===== src/rtl/posit32_to_float32_if.sv =====
// Streaming handshake bundle for the posit32 -> binary32 converter.
// The master drives posits in and accepts results; the slave is the converter.
interface posit32_to_float32_if;
  logic        in_valid;
  logic        in_ready;
  logic [31:0] in_posit;
  logic        out_valid;
  logic        out_ready;
  logic [31:0] out_float;
  logic [3:0]  out_flags;

  modport master (
    output in_valid, in_posit, out_ready,
    input  in_ready, out_valid, out_float, out_flags
  );

  modport slave (
    input  in_valid, in_posit, out_ready,
    output in_ready, out_valid, out_float, out_flags
  );
endinterface


===== src/rtl/posit32_to_float32.sv =====
// Three-stage posit32 (es=3) to IEEE-754 binary32 converter.
//   S1: sign/magnitude and regime run length
//   S2: scale = 8r+e, significand alignment (subnormal right shift + sticky)
//   S3: round-to-nearest-even, special cases, packing
// One global advance signal stalls every stage together, so a stalled result
// holds at the output and nothing in flight is lost or duplicated.
module posit32_to_float32 (
  input  logic clk,
  input  logic rst,
  posit32_to_float32_if.slave bus
);

  logic advance;
  logic res_valid;
  logic [31:0] res_float;
  logic [3:0]  res_flags;

  assign advance       = bus.out_ready | ~res_valid;
  assign bus.in_ready  = advance;
  assign bus.out_valid = res_valid;
  assign bus.out_float = res_float;
  assign bus.out_flags = res_flags;

  // ---------------------------------------------------------------- S1
  logic [30:0] mag_d;
  logic [5:0]  run_d;
  logic        run_open;

  // Magnitude: negatives are two's-complemented over the 31 body bits.
  always_comb begin
    mag_d = bus.in_posit[31] ? (~bus.in_posit[30:0] + 31'd1) : bus.in_posit[30:0];
  end

  // Regime run length: count of leading bits equal to the first body bit.
  always_comb begin
    run_d    = 6'd0;
    run_open = 1'b1;
    for (int i = 30; i >= 0; i--) begin
      if (run_open && (mag_d[i] == mag_d[30])) run_d = run_d + 6'd1;
      else run_open = 1'b0;
    end
  end

  logic        s1_valid, s1_sign, s1_nar, s1_zero, s1_rbit;
  logic [30:0] s1_mag;
  logic [5:0]  s1_k;

  // Stage-1 register.
  always_ff @(posedge clk) begin
    if (rst) begin
      s1_valid <= 1'b0;
      s1_sign  <= 1'b0;
      s1_nar   <= 1'b0;
      s1_zero  <= 1'b0;
      s1_rbit  <= 1'b0;
      s1_mag   <= '0;
      s1_k     <= '0;
    end else if (advance) begin
      s1_valid <= bus.in_valid;
      s1_sign  <= bus.in_posit[31];
      s1_nar   <= (bus.in_posit == 32'h8000_0000);
      s1_zero  <= (bus.in_posit == 32'h0000_0000);
      s1_rbit  <= mag_d[30];
      s1_mag   <= mag_d;
      s1_k     <= run_d;
    end
  end

  // ---------------------------------------------------------------- S2
  logic signed [9:0] regime, scale;
  logic [30:0] body;
  logic [2:0]  exp_bits;
  logic [28:0] sig, sh_mask;
  logic [4:0]  shamt;
  logic [27:0] m_d;
  logic [7:0]  bexp_d;
  logic        sticky_d, ovf_d, unf_d;

  // Strip regime + terminator (bits past the word end read as 0), then
  // build the scale and align the significand for the normal/subnormal case.
  always_comb begin
    regime   = s1_rbit ? ($signed({4'd0, s1_k}) - 10'sd1) : -$signed({4'd0, s1_k});
    body     = s1_mag << (s1_k + 6'd1);
    exp_bits = body[30:28];
    scale    = (regime <<< 3) + $signed({7'd0, exp_bits});
    sig      = {1'b1, body[27:0]};
    shamt    = 5'(-10'sd126 - scale);
    sh_mask  = (29'd1 << shamt) - 29'd1;
    m_d      = body[27:0];
    bexp_d   = scale[7:0] + 8'd127;
    sticky_d = 1'b0;
    if (scale < -10'sd126) begin
      m_d      = 28'(sig >> shamt);
      bexp_d   = 8'd0;
      sticky_d = |(sig & sh_mask);
    end
    ovf_d = (scale > 10'sd127);
    unf_d = (scale < -10'sd150);
  end

  logic        s2_valid, s2_sign, s2_nar, s2_zero, s2_ovf, s2_unf, s2_sticky;
  logic [27:0] s2_m;
  logic [7:0]  s2_exp;

  // Stage-2 register.
  always_ff @(posedge clk) begin
    if (rst) begin
      s2_valid  <= 1'b0;
      s2_sign   <= 1'b0;
      s2_nar    <= 1'b0;
      s2_zero   <= 1'b0;
      s2_ovf    <= 1'b0;
      s2_unf    <= 1'b0;
      s2_sticky <= 1'b0;
      s2_m      <= '0;
      s2_exp    <= '0;
    end else if (advance) begin
      s2_valid  <= s1_valid;
      s2_sign   <= s1_sign;
      s2_nar    <= s1_nar;
      s2_zero   <= s1_zero;
      s2_ovf    <= ovf_d;
      s2_unf    <= unf_d;
      s2_sticky <= sticky_d;
      s2_m      <= m_d;
      s2_exp    <= bexp_d;
    end
  end

  // ---------------------------------------------------------------- S3
  logic        guard, sticky, round_up, inexact;
  logic [30:0] packed_v;
  logic [31:0] word_d;
  logic [3:0]  flags_d;

  // RNE on {exp, mantissa}: a mantissa carry ripples into the exponent, which
  // covers both normal renormalisation and subnormal -> 0x00800000 / inf.
  always_comb begin
    guard    = s2_m[4];
    sticky   = (|s2_m[3:0]) | s2_sticky;
    round_up = guard & (sticky | s2_m[5]);
    inexact  = guard | sticky;
    packed_v = {s2_exp, s2_m[27:5]} + {30'd0, round_up};
    word_d   = {s2_sign, packed_v};
    flags_d  = {1'b0, (packed_v[30:23] == 8'hFF),
                inexact & (packed_v[30:23] == 8'h00), inexact};
    if (s2_nar) begin
      word_d  = 32'h7FC0_0000;
      flags_d = 4'b1000;
    end else if (s2_zero) begin
      word_d  = 32'h0000_0000;
      flags_d = 4'b0000;
    end else if (s2_ovf) begin
      word_d  = {s2_sign, 8'hFF, 23'd0};
      flags_d = 4'b0101;
    end else if (s2_unf) begin
      word_d  = {s2_sign, 31'd0};
      flags_d = 4'b0011;
    end
  end

  // Output register; holds while the consumer stalls.
  always_ff @(posedge clk) begin
    if (rst) begin
      res_valid <= 1'b0;
      res_float <= '0;
      res_flags <= '0;
    end else if (advance) begin
      res_valid <= s2_valid;
      res_float <= word_d;
      res_flags <= flags_d;
    end
  end

endmodule


===== src/flat_wrapper.sv =====
// flat-port wrapper written by rule: the top's interface ports become plain ports
module posit32_to_float32_flat 
  (clk, rst, bus_in_valid, bus_in_posit, bus_out_ready, bus_in_ready, bus_out_valid, bus_out_float, bus_out_flags);
  posit32_to_float32_if bus_i ();
  input  logic clk;
  input  logic rst;
  input wire logic [$bits(bus_i.in_valid)-1:0] bus_in_valid;
  input wire logic [$bits(bus_i.in_posit)-1:0] bus_in_posit;
  input wire logic [$bits(bus_i.out_ready)-1:0] bus_out_ready;
  output wire logic [$bits(bus_i.in_ready)-1:0] bus_in_ready;
  output wire logic [$bits(bus_i.out_valid)-1:0] bus_out_valid;
  output wire logic [$bits(bus_i.out_float)-1:0] bus_out_float;
  output wire logic [$bits(bus_i.out_flags)-1:0] bus_out_flags;
  assign bus_i.in_valid = bus_in_valid;
  assign bus_i.in_posit = bus_in_posit;
  assign bus_i.out_ready = bus_out_ready;
  assign bus_in_ready = bus_i.in_ready;
  assign bus_out_valid = bus_i.out_valid;
  assign bus_out_float = bus_i.out_float;
  assign bus_out_flags = bus_i.out_flags;
  posit32_to_float32 u_core (.clk(clk), .rst(rst), .bus(bus_i));
endmodule

===== config.mk =====
export PLATFORM = sky130hd
export DESIGN_NAME = posit32_to_float32_flat
export DESIGN_NICKNAME = d
export VERILOG_FILES = /design/src/rtl/posit32_to_float32_if.sv /design/src/rtl/posit32_to_float32.sv /design/src/flat_wrapper.sv
export SDC_FILE = /design/constraint.sdc
export NUM_CORES = 1
export LEC_CHECK = 0
export ABC_AREA = 1
export CORE_ASPECT_RATIO = 0.75
export CORE_MARGIN = 2
export CORE_UTILIZATION = 62
export CTS_BUF_LIST = sky130_fd_sc_hd__clkbuf_8 sky130_fd_sc_hd__clkbuf_16
export DETAILED_ROUTE_END_ITERATION = 8
export PLACE_DENSITY = 0.82
export SETUP_SLACK_MARGIN = 0.4
export SYNTH_ARGS = -nofsm -noshare
export SYNTH_HDL_FRONTEND = slang
export SYNTH_SLANG_ARGS = --single-unit

===== constraint.sdc =====
create_clock -name clk -period 24.5 [get_ports clk]
set_input_delay 3.675 -clock clk [delete_from_list [all_inputs] [get_ports clk]]
set_output_delay 3.675 -clock clk [all_outputs]
set_load 0.01 [all_outputs]

# Word level (Yosys, flattened, before mapping)
# Index checks and enable logic that the tools add are counted.
# totals
ff_bits	122
inputBits	36
elab_cells	209
# classes
add_sub_neg	38
magnitude_cmp	3
n_eq_ne	32
shift	3
muxes	72
n_bitwise	9
reduce_logical	33
# ops
operator	count
adder 6 x 1 -> 6 bit, second input constant	29
two-way mux 6 bit	29
two-way mux 31 bit	3
two-way mux 32 bit	2
equality test 32 bit, second input constant	1
zero test 32 bit	1
adder 31 x 1 -> 31 bit	1
adder 31 x 1 -> 31 bit, second input constant	1
inverter 31 bit	1
left shift 31 x 6 -> 31 bit	1
equality test 1 bit	30
two-way mux 1 bit	30
AND 29 bit	1
logical AND 1 bit	29
OR reduction 29 bit	1
left shift 1 x 5 -> 29 bit, first input constant	1
right shift 29 x 5 -> 28 bit	1
subtractor 29 x 1 -> 29 bit, second input constant	1
two-way mux 28 bit	1
two-way mux 4 bit	3
adder 10 x 4 -> 10 bit	1
greater-than comparator 10 x 8 -> 1 bit, second input constant	1
less-than comparator 10 x 8 -> 1 bit, second input constant	1
less-than comparator 10 x 9 -> 1 bit, second input constant	1
other kinds (15)	19

# Logic depth before layout (Yosys ltp)
# logic_depth
ltp_word	63
mapped_depth	107
depth_no_buf	107

# Least setup slack after synthesis
# OpenSTA, ideal clock, no wires.
# synth_path
kind	input port to flip-flop
from	input bus_in_posit[0]
to	register u_core.s1_k[4]
arrival_ns	18.103
path_slack_ns	6.288
path_stages	106
path_buffers	0
cell_sequence	inv_2 ha_1 nand2_1 nand2_1 o21ai_2 nor2_4 nand2_2 nand2_2 nand2_4 nand2_2 nand2_2 nor2_8 nand2_2 nand2_1 inv_1 ha_1 nand4_1 nand2_1 (+70 left out) ha_1 nand2_1 nand2_1 ha_1 nand2_1 o21ai_0 ha_1 nand2_1 nand2_1 ha_1 nand3_1 nand3b_1 nor2_1 inv_1 nand2_1 nand3_1 nand2_1 inv_1
# synth_via
elab_chain_cells	63
elab_cells_between_ends	150
cone_classes	30 x add/sub; 30 x eq/ne; 60 x mux; 1 x bitwise; 29 x reduce/logical
# synth_lines
element	line_no	source
start, declared	flat_wrapper.sv:8	input wire logic [$bits(bus_i.in_posit)-1:0] bus_in_posit;
inverter 31 bit	posit32_to_float32.sv:31	mag_d = bus.in_posit[31] ? (~bus.in_posit[30:0] + 31'd1) : bus.in_posit[30:0];
adder 31 x 1 -> 31 bit	posit32_to_float32.sv:31	
two-way mux 31 bit (*)	posit32_to_float32.sv:31	
equality test 1 bit	posit32_to_float32.sv:39	if (run_open && (mag_d[i] == mag_d[30])) run_d = run_d + 6'd1;
two-way mux 2 bit or two-way mux 1 bit (tied branches)	posit32_to_float32.sv:39	
adder 2 x 1 -> 3 bit or logical AND 1 bit (tied branches)	posit32_to_float32.sv:39	
two-way mux 6 bit or two-way mux 1 bit (tied branches)	posit32_to_float32.sv:39	
adder 6 x 1 -> 6 bit or logical AND 1 bit (tied branches)	posit32_to_float32.sv:39	
(+47 left out)	n/a	
adder 6 x 1 -> 6 bit or logical AND 1 bit (tied branches)	posit32_to_float32.sv:39	
two-way mux 6 bit or two-way mux 1 bit (tied branches)	posit32_to_float32.sv:39	
adder 6 x 1 -> 6 bit or logical AND 1 bit (tied branches)	posit32_to_float32.sv:39	
two-way mux 6 bit or two-way mux 1 bit (tied branches)	posit32_to_float32.sv:39	
adder 6 x 1 -> 6 bit or logical AND 1 bit (tied branches)	posit32_to_float32.sv:39	
two-way mux 6 bit or two-way mux 1 bit (tied branches)	posit32_to_float32.sv:39	
adder 6 x 1 -> 6 bit or logical AND 1 bit (tied branches)	posit32_to_float32.sv:39	
two-way mux 6 bit (*)	posit32_to_float32.sv:39	
end signal, assigned	posit32_to_float32.sv:65	s1_k <= run_d;
end, declared	posit32_to_float32.sv:46	logic [5:0] s1_k;
# Mark *: on every way between the ends. The rest lies on a longest branch, timed or not.
# A chain may end at the register's enable or synchronous reset.

# Final worst setup path
# Ends and elaborated chain as after synthesis.

==> flow_summary.ini <==
[global_route]
grt_use_total = 0.375
grt_pass1_wl_mm = 70.4
grt_pass1_vias = 14100
antenna_found_initial = 0
grt_max_degree = 92
overflow = 0

[sta]
fmax_ghz = 0.0495
fin_skew_ps = 12.9
finalCritPeriodShare = 0.824
fin_ws_ps = 4320
fin_crit_ps = 20180
final-hold-violation-count = 0
timing_worst_slew_pin_value_ps = 1200
setup_tns_ps = 0
slew_viol_final = 0
setup_violations = 0
rsz0062_at_grt = no
slew_headroom = 0.196

[detailed_routing]
wl_mm = 43.4
drc = 0
via_count = 15900
post_drt_via_cell_ratio = 5.89
drt-initial-drc-count = 2218
ant_nets = 0
wl_per_cell_um = 16.1
drtPass1Iterations = 6

[clock_tree]
cts_setup_buffers = 0
cts_hold_buffers = 0
h-tree-depth = 4
cts.clk_slew.worst_paths_ps = 60
ctsResizeCount = 0
cts_made_buffers = 17
clock_latency_ps = 430
cts-root-buf = clkbuf_16
clock_sinks = 121
cts_tree = done
clk_path_buf_depth = 2

[power_and_ir_drop]
p_int_mw = 0.673
powerDensity_nw_per_um2 = 97.7
peakVddDrop_mv = 0.0939
power_frac_comb = 0.638
pwr-share-clk = 0.176
p_leak_nw = 7.10
p_switching_mw = 0.778
sequentialPowerShare = 0.186
p_sw_frac = 0.536

[floorplan]
die_x_um = 174
core_area_sq_um = 21200
start_util = 0.634
die_area_sq_um = 22900
ios = 74
fp.dieH_um = 131
num_rows = 46

[worst_setup_path]
path_class = input port to register
end_kind = register
regToRegEndpoint = u_core.s2_sticky$_SDFFE_PP0P_
arrival_ps = 20510
worstSetupStartpointType = input port
ff2ff_path_depth = 41
crit_path_top_delay_cell = clkdlybuf4s50_1
crit_fanout = 34
crit_path_frequent_cell = nand2_1
cpPeakStageDelay_ps = 480
critPathRequiredTime_ps = 24830
r2r-start = u_core.s1_k[0]$_SDFFE_PP0P_
r2r_setup_slack_ps = 14870

[synthesis]
synth_edf_count = 0
synthArstFlopShare = 0
synthMuxAreaShare = 0.0134
avgSynthCellArea_sq_um = 5.63
yosysUniqueCellTypes = 59
syn-num-nets = 2463
ys_seq_elements = 121
yosys.area.top_type = dfxtp_1
yosysWarningCount = 0
synth-simple-area-share = 0.400
synth_top_family_by_area = simple AND/OR/NAND/NOR gates
synthesis.area_sq_um = 13400
synthAdderAreaFrac = 0.0401
yosys.area.top_type_share = 0.180
seq_area_frac_synth = 0.180
synthTopCellsByArea = dfxtp_1 18%, nand2_1 18%, o21ai_0 8.8%
synth_xor_area_frac = 0.0454
synth_flop_cell = dfxtp_1
synth_compound_area_frac = 0.199
syn_inst = 2384

[status]
status = complete, no violations

[placed_design]
place_hpwl_mm = 33.4
numPortBuffers = 73
gp_congestion = 1.02
place_ws_ps = 4100

[job]
drv_cap = 0

[cells_and_area]
final_common_cell = nand2_1
antennaDiodeCount = 0
drive_above_1_share = 0.0718
mostFrequentLayoutCells = 628 x nand2_1, 310 x inv_1, 267 x nor2_1, 236 x o21ai_0, 172 x nand3_1
synthToLayoutAreaGrowth_pct = 10.7
nets = 2474

[min_path]
hp-class = register to register
hp-start = u_core.bus.out_flags[0]$_SDFFE_PP0P_
hold_end = u_core.bus.out_flags[0]$_SDFFE_PP0P_
holdPathStages = 2
[logic make-up after synthesis]
| family | count (synthesis) |
|---|---|
| xor gates and xnor gates | 67 |
| and+or+nand+nor | 1238 |
| DFF | 121 |
| muxes | 18 |
| AOI/OAI and AO/OA | 464 |
| adders and majority gates | 43 |
| buffers and inverters | 433 |
[cells in the mapped netlist (9+ instances only)]
cell      instances
xor2_1           44
nand4_1          24
inv_2            16
dfxtp_1         121
a21oi_1          85
o21bai_1         24
o211ai_1         32
inv_1           311
clkbuf_1         83
nor3_1           31
nor2_2           15
o22ai_1          14
o21ai_0         236
nor4_1            9
nand3_2          15
or2_2            24
nor2_1          268
nand3_1         172
nand2_1         628
nand2_2          32
ha_1             43
xnor2_1          20
mux2i_1          18
a31oi_1          24
[worst max-delay path by stage]
stage / slack [ps] / from / endpoint / depth (start not counted)
6_report: 4320 / bus_in_posit[0] / u_core.s1_k[4]$_SDFFE_PP0P_ / 107
5_1_grt: 3120 / bus_in_posit[0] / u_core.s1_k[4]$_SDFFE_PP0P_ / 106
4_1_cts: 4460 / bus_in_posit[0] / u_core.s1_k[4]$_SDFFE_PP0P_ / 107
3_5_place_dp: 4100 / bus_in_posit[0] / u_core.s1_k[4]$_SDFFE_PP0P_ / 107
3_3_place_gp: 4860 / bus_in_posit[0] / u_core.s1_k[4]$_SDFFE_PP0P_ / 107
2_1_floorplan: 6290 / bus_in_posit[0] / u_core.s1_k[4]$_SDFFE_PP0P_ / 106
[flip-flops by register name, indices dropped and copies added (netlist names)]
| register | cells |
|---|---|
| u_core.bus.out_float | 32 |
| u_core.s1_mag | 31 |
| u_core.s2_m | 28 |
| u_core.s2_exp | 8 |
| u_core.s1_k | 6 |
| u_core.bus.out_flags | 4 |
| u_core.bus.out_valid | 1 |
| u_core.s1_nar | 1 |
| u_core.s1_sign | 1 |
| u_core.s1_valid | 1 |
| u_core.s1_zero | 1 |
| u_core.s2_nar | 1 |
| u_core.s2_ovf | 1 |
| u_core.s2_sign | 1 |
| u_core.s2_sticky | 1 |
| u_core.s2_unf | 1 |
| u_core.s2_valid | 1 |
| u_core.s2_zero | 1 |
[worst max-delay path: cells and delay by family]
family	cells	cell delay, ps
buf+inv	16	1330
compound gates	8	1600
fa+ha+maj	27	7660
simple gates	56	6230
[power groups by stage]
stage	clock network (mW)	registers, mW	logic [mW]
after floorplan	0	0.266	0.634
after global placement	0	0.269	0.866
after detailed placement	0	0.271	0.880
after CTS	0.254	0.268	0.889
after global routing	0.262	0.274	1.02
final	0.255	0.270	0.927
[routing by layer]
metal / track usage / vias to the layer above / share of wire
met1: 0.547 / 7123 / 0.46
met2: 0.538 / 877 / 0.40
li1: - / 7771 / -
met4: 0.0845 / 0 / 0.018
met3: 0.114 / 103 / 0.12
met5: 0 / - / 0
[final cells by class]
class | instances | area [sq um]
Sequential cell | 121 | 2420
Clock inverter | 15 | 166
Timing Repair Buffer | 87 | 831
Inverter | 338 | 1270
Clock buffer | 17 | 425
Multi-Input combinational cell | 1830 | 9380
Tap cell | 288 | 360
Fill cell | 1941 | 6320
[stage by stage]
stage               instances  hold WS, ps   util  power [mW]  area, sq um
global route             2696          480  0.702        1.56        14900
floorplan                2384          440      -       0.900        13400
CTS                      2696          461  0.702        1.41        14900
global placement         2664          451  0.674        1.14        14300
detailed placement       2664          453  0.674        1.15        14300
finish                   2696          462  0.702        1.45        14900
Power figures use the tool's default switching activity.
